### src/rtl/miner_pkg.sv
// Shared types for the compression scheduler: hash words, the scheduler state
// encoding and the per-block round count.
package miner_pkg;

  localparam int ROUNDS = 64;
  localparam int CNT_W  = 6;

  typedef logic [31:0] word_t;
  typedef word_t [7:0] hash_t;

  typedef enum logic [2:0] {
    ST_IDLE   = 3'd0,
    ST_LAUNCH = 3'd1,
    ST_RUN    = 3'd2,
    ST_FINAL  = 3'd3,
    ST_OUT    = 3'd4
  } state_t;

  // Word-wise modulo-2^32 sum used for the feed-forward of the chaining value.
  function automatic hash_t hash_add(input hash_t a, input hash_t b);
    hash_t s;
    for (int i = 0; i < 8; i++) begin
      s[i] = a[i] + b[i];
    end
    return s;
  endfunction

endpackage

### src/rtl/miner_rr_arb.sv
// Two-way round-robin arbiter: ptr_i names the requester that wins a tie,
// a lone request always wins.
module miner_rr_arb (
  input  logic [1:0] req_i,
  input  logic       ptr_i,
  output logic [1:0] win_o
);

  always_comb begin
    win_o = 2'b00;
    if (ptr_i == 1'b0) begin
      if (req_i[0])      win_o = 2'b01;
      else if (req_i[1]) win_o = 2'b10;
    end else begin
      if (req_i[1])      win_o = 2'b10;
      else if (req_i[0]) win_o = 2'b01;
    end
  end

endmodule

### src/rtl/miner_comp_sched.sv
// Shares one SHA-256 compression core between two requesters: grants round-robin,
// launches the core, performs the final chaining add and holds the digest until taken.
module miner_comp_sched
  import miner_pkg::*;
#(
  parameter int NREQ   = 2,
  parameter int ROUNDS = miner_pkg::ROUNDS
) (
  input  logic                clk,
  input  logic                rst,
  input  logic [NREQ-1:0]     req,
  input  hash_t [NREQ-1:0]    req_first_h,
  output logic [NREQ-1:0]     grant,
  output logic                core_sel,
  output logic                comp_en,
  output hash_t               core_first_h,
  input  hash_t               core_h,
  output hash_t               digest,
  output logic                digest_valid,
  output logic                digest_id,
  input  logic                digest_ready,
  output logic                busy
);

  // RUN lasts ROUNDS-1 cycles; the counter is cleared in LAUNCH.
  localparam logic [CNT_W-1:0] LAST_CNT = CNT_W'(ROUNDS - 2);

  state_t           state_q, state_d;
  logic [CNT_W-1:0] cnt_q, cnt_d;
  logic             ptr_q, ptr_d;
  logic             sel_q, sel_d;
  hash_t            first_h_q, first_h_d;
  hash_t            digest_q, digest_d;
  logic             dvalid_q, dvalid_d;
  logic             did_q, did_d;
  logic [1:0]       win;

  miner_rr_arb u_arb (
    .req_i (req),
    .ptr_i (ptr_q),
    .win_o (win)
  );

  always_ff @(posedge clk or posedge rst) begin
    if (rst) begin
      state_q   <= ST_IDLE;
      cnt_q     <= '0;
      ptr_q     <= 1'b0;
      sel_q     <= 1'b0;
      first_h_q <= '0;
      digest_q  <= '0;
      dvalid_q  <= 1'b0;
      did_q     <= 1'b0;
    end else begin
      state_q   <= state_d;
      cnt_q     <= cnt_d;
      ptr_q     <= ptr_d;
      sel_q     <= sel_d;
      first_h_q <= first_h_d;
      digest_q  <= digest_d;
      dvalid_q  <= dvalid_d;
      did_q     <= did_d;
    end
  end

  always_comb begin
    state_d   = state_q;
    cnt_d     = cnt_q;
    ptr_d     = ptr_q;
    sel_d     = sel_q;
    first_h_d = first_h_q;
    digest_d  = digest_q;
    dvalid_d  = dvalid_q;
    did_d     = did_q;
    unique case (state_q)
      ST_IDLE: begin
        if (|win) begin
          sel_d     = win[1];
          first_h_d = req_first_h[win[1]];
          state_d   = ST_LAUNCH;
        end
      end
      ST_LAUNCH: begin
        cnt_d   = '0;
        state_d = ST_RUN;
      end
      ST_RUN: begin
        cnt_d = cnt_q + 1'b1;
        if (cnt_q == LAST_CNT) state_d = ST_FINAL;
      end
      ST_FINAL: begin
        digest_d = hash_add(core_h, first_h_q);
        dvalid_d = 1'b1;
        did_d    = sel_q;
        state_d  = ST_OUT;
      end
      ST_OUT: begin
        // The requester just served loses the next tie.
        if (digest_ready) begin
          dvalid_d = 1'b0;
          ptr_d    = ~did_q;
          state_d  = ST_IDLE;
        end
      end
      default: state_d = ST_IDLE;
    endcase
  end

  // Grant is combinational from IDLE so the core starts the very next cycle;
  // rst masks it so reset forces it low immediately.
  assign grant        = (state_q == ST_IDLE && !rst) ? win : '0;
  assign comp_en      = (state_q == ST_LAUNCH);
  assign core_sel     = sel_q;
  assign core_first_h = first_h_q;
  assign digest       = digest_q;
  assign digest_valid = dvalid_q;
  assign digest_id    = did_q;
  assign busy         = (state_q != ST_IDLE);

endmodule

### config.mk
export PLATFORM = sky130hd
export DESIGN_NAME = miner_comp_sched
export DESIGN_NICKNAME = d
export VERILOG_FILES = /design/src/rtl/miner_pkg.sv /design/src/rtl/miner_rr_arb.sv /design/src/rtl/miner_comp_sched.sv
export SDC_FILE = /design/constraint.sdc
export NUM_CORES = 2
export LEC_CHECK = 0
export CAP_MARGIN = 30
export CORE_AREA = 8 8 493 495
export CTS_BUF_LIST = sky130_fd_sc_hd__clkbuf_4
export DETAILED_ROUTE_END_ITERATION = 6
export DIE_AREA = 0 0 501 503
export GPL_TIMING_DRIVEN = 0
export SYNTH_ARGS = -nofsm -noshare
export SYNTH_HDL_FRONTEND = slang
export SYNTH_SLANG_ARGS = --single-unit
### constraint.sdc
create_clock -name clk -period 24.8 [get_ports clk]
set_clock_uncertainty 0.2 [all_clocks]
set_input_delay 2.48 -clock clk [delete_from_list [all_inputs] [get_ports clk]]
set_output_delay 2.48 -clock clk [all_outputs]
set_load 0.005 [all_outputs]
==> metrics.md <==
| Metric | Value |
|---|---|
| Status | finished clean |
| Synth Area in Compound Gates | 21.5% |
| CP Launch Point | req[0] |
| Antenna violations before repair | 152 |
| RSZ-0062 raised after global routing | false |
| Drt wl/cell | 30.9 um |
| Worst r2r dst | state_q[2] |
| Cts repair resizes | 0 |
| Vias per cell | 4.33 |
| Reg2reg start | state_q[1] |
| Vias in the first global route | 37737 |
| Syn_nets | 4808 |
| Dominant combinational cell family by area after synthesis | compound AO/OA/AOI/OAI gates |
| CP Capture Point | grant[0] |
| Sequential fraction of the synthesis area | 38.9% |
| Row count | 178 |
| Post-synthesis cell count | 3777 |
| Post-DRT Antenna Nets | 0 |
| CTS buffer count | 173 |
| GRT Total Usage | 20.0% |
| Avg Cell Area, Syn | 8.93 um^2 |
| Routability Congestion | 0.972 |
| Min Tclk post-route | 8.88 ns |
| Endpoints failing setup | 0 |
| Yosys reg bits | 525 |
| Area Growth Syn to Fin | 58.3% |
| Max stage delay cell, worst path | buf_1 |
| DR WL met2 | 127 mm |
| Async SR Flop Fraction | 100% |
| Total Nets Final | 6303 |
| Critical Path Start Type | input pin |
| Final count of hold timing violations | 0 |
| Required time worst endpoint | 22.12 ns |
| Die width | 501 um |
| First-pass GRT wire length | 344 mm |
| Post-route insts no fill | 8580 |
| Hold WC Path Type | register to register |
| CP peak stage delay | 0.73 ns |
| Postcts setup bufs | 0 |
| Post-synth cell types | 78 |
| Metal1 wirelength | 101 mm |
| Synth Flop Type | dfrtp_1 |
| Crit path top cell by count | clkdlybuf4s50_1 |
| Layout cell share with drive strength beyond 1 | 6.28% |
| Worst R2R Path Depth | 8 |
| Slew Limit Fails | 0 |
| Iteration-0 DRC Markers | 2741 |
| Post-synthesis xor/xnor area fraction | 5.66% |
| Clock Latency Late Sink | 1.18 ns |
| Worst vdd ir | 0.0634 mV |
| DR DRC count | 0 |
| Multiplexer area fraction after synthesis | 8.06% |
| Final WL | 265 mm |
| CTS Hold Buffers Added | 0 |
| Drt pass-1 iters | 5 |
| Synth warnings | 0 |
| Total number of vias | 37127 |
| Top Metal Used | met5 |
| Clk slew on worst S/H paths | 0.06 ns |
| CP Cell Sequence | clkdlybuf4s50_1 -> inv_1 -> o21ai_0 -> clkbuf_1 -> buf_16 -> buf_1 -> buf_2 -> nand2_1 -> nor3_1 -> clkdlybuf4s50_1 |
| Slew headroom | 31.4% |
| Synthesized-area fraction occupied by adder cells | 9.75% |
| Fin util | 22.8% |
| Ports | 1292 |
| Layout Cell Area excl Fill | 53400 um^2 |
| Initial Util | 14.4% |
| WP data arrival | 6.20 ns |
| Die Y | 503 um |
| Post-layout total power | 7170 uW |
| Clk buf depth | 3 |
| Pwr dens | 134 nW/um^2 |
| Die ar. | 252000 um^2 |
| Final setup margin | 15.92 ns |
| Port bufs | 1291 |
| R2R setup slack | 19.81 ns |
| CP max FO | 10 |
| GR Overflow Total | 0 |
| CTS tree | done |
| Cell count after placement | 8246 |
| Worst-margin pin slew | 1.03 ns |
| H-tree levels | 4 |
| Critical Path Sink Type | primary output |
| Setup CP Type | input pin to primary output |
| DP Worst Slack | 15.80 ns |
| Post-synthesis simple-gate area fraction | 13.4% |
| Post-Syn Area | 33700 um^2 |
| Post-synth EDFFs | 0 |
| CTS root buffer | clkbuf_4 |
| Detailed placement HPWL | 230 mm |
| Metal3 WL | 26.0 mm |
| Max Fclk | 113 MHz |
| Core ar. | 235000 um^2 |
| Clk sinks | 525 |
| Post-DP Area | 51200 um^2 |
| Pin count of the biggest net entering global routing | 112 |
| Leakage power | 0.0235 uW |
| Final period util | 35.8% |
| Max-Cap Viols | 0 |
==> report_power, final <==
part,internal [uW],switching (uW)
logic,1900,2480
clock network,469,469
registers,1290,567
total,3650,3510
==> layer usage <==
| metal | track usage (%) | up-vias |
|---|---|---|
| met4 | 7.24 | 112 |
| li1 | - | 16672 |
| met2 | 34.6 | 1839 |
| met1 | 22.4 | 18062 |
| met5 | 0 | - |
| met3 | 7.87 | 442 |
==> cell families after synthesis <==
logic type | Yosys count
AOI/OAI and AO/OA | 1211
xor gates and xnor gates | 218
adders and majority gates | 258
buffers and inverters | 249
DFF | 525
muxes | 271
and+or+nand+nor | 1045
==> how the worst min path moves through the flow <==
stage,from,end,slack [ns],cells after the start
2_1_floorplan,ptr_q,ptr_q,0.24,2
3_3_place_gp,digest[143],digest[143],0.26,2
3_5_place_dp,digest[171],digest[171],0.26,2
4_1_cts,digest[215],digest[215],0.27,2
5_1_grt,digest[4],digest[4],0.30,2
6_report,digest[215],digest[215],0.27,2
==> metrics by stage <==
stage                     hold slack [ns]  TNS (ns)
after global routing                0.301         0
after CTS                           0.273         0
after global placement              0.260   -772.86
after floorplan                     0.244         0
after detailed placement            0.260         0
final                               0.269         0
==> synthesized netlist by cell type, drive strengths merged, types with 5 or more instances <==
| library cell | n | area share [%] |
|---|---|---|
| mux2 | 5 | 0.17 |
| a21o | 145 | 3.2 |
| dfrtp | 525 | 39 |
| o21bai | 39 | 0.87 |
| o211ai | 19 | 0.42 |
| nor3 | 31 | 0.46 |
| clkbuf | 178 | 2.0 |
| a21oi | 233 | 3.5 |
| inv | 54 | 0.60 |
| a41oi | 9 | 0.23 |
| a2111oi | 5 | 0.13 |
| a21boi | 7 | 0.16 |
| a211o | 9 | 0.23 |
| and4 | 5 | 0.13 |
| xor2 | 103 | 2.7 |
| or3 | 11 | 0.20 |
| a221oi | 5 | 0.17 |
| nand3 | 52 | 0.77 |
| ha | 250 | 9.3 |
| and3 | 25 | 0.46 |
| o31ai | 16 | 0.37 |
| nor2b | 15 | 0.28 |
| o41ai | 8 | 0.30 |
| nor3b | 8 | 0.18 |
| a221o | 6 | 0.18 |
| o2111ai | 5 | 0.13 |
| fa | 8 | 0.47 |
| nand3b | 8 | 0.18 |
| nand4 | 35 | 0.65 |
| o311ai | 6 | 0.16 |
| and2 | 16 | 0.30 |
| o211a | 5 | 0.15 |
| nand2b | 18 | 0.33 |
| nand2 | 694 | 7.7 |
| buf | 16 | 0.19 |
| nor2 | 104 | 1.2 |
| o21ai | 577 | 8.6 |
| mux2i | 266 | 7.9 |
| a31oi | 28 | 0.52 |
| o21a | 26 | 0.58 |
| a211oi | 29 | 0.67 |
| xnor2 | 115 | 3.0 |
==> placed cells by master (no fill, tap or decap), types with 47 or more instances in the layout <==
| cell | count |
|---|---|
| a21o_1 | 145 |
| a21oi_1 | 230 |
| clkbuf_1 | 157 |
| clkbuf_4 | 236 |
| clkdlybuf4s50_1 | 1291 |
| dfrtp_1 | 525 |
| diode_2 | 47 |
| ha_1 | 250 |
| inv_1 | 53 |
| mux2i_1 | 266 |
| nand2_1 | 694 |
| nand3_1 | 52 |
| nor2_1 | 103 |
| o21ai_0 | 183 |
| o21ai_1 | 394 |
| xnor2_1 | 114 |
| xor2_1 | 103 |
==> registers in the layout, indices dropped and copies added, names as in the netlist <==
| name | cells |
|---|---|
| cnt_q | 6 |
| core_first_h | 256 |
| core_sel | 1 |
| digest | 256 |
| digest_id | 1 |
| digest_valid | 1 |
| ptr_q | 1 |
| state_q | 3 |
==> cell type report <==
type / count / area [um^2]
Buffer: 194 / 763
Timing Repair Buffer: 1320 / 13500
Tap cell: 3150 / 3940
Inverter: 55 / 214
Clock buffer: 236 / 1770
Sequential cell: 525 / 13100
Antenna cell: 47 / 118
Multi-Input combinational cell: 3003 / 19700
Clock inverter: 50 / 322
Fill cell: 25770 / 181000
==> worst max-delay path, delay by kind of cell <==
kind            cells  cell delay, ns
simple gates        2            0.27
buf+inv             7            3.24
compound gates      1            0.15
Power figures use the tool's default switching activity.
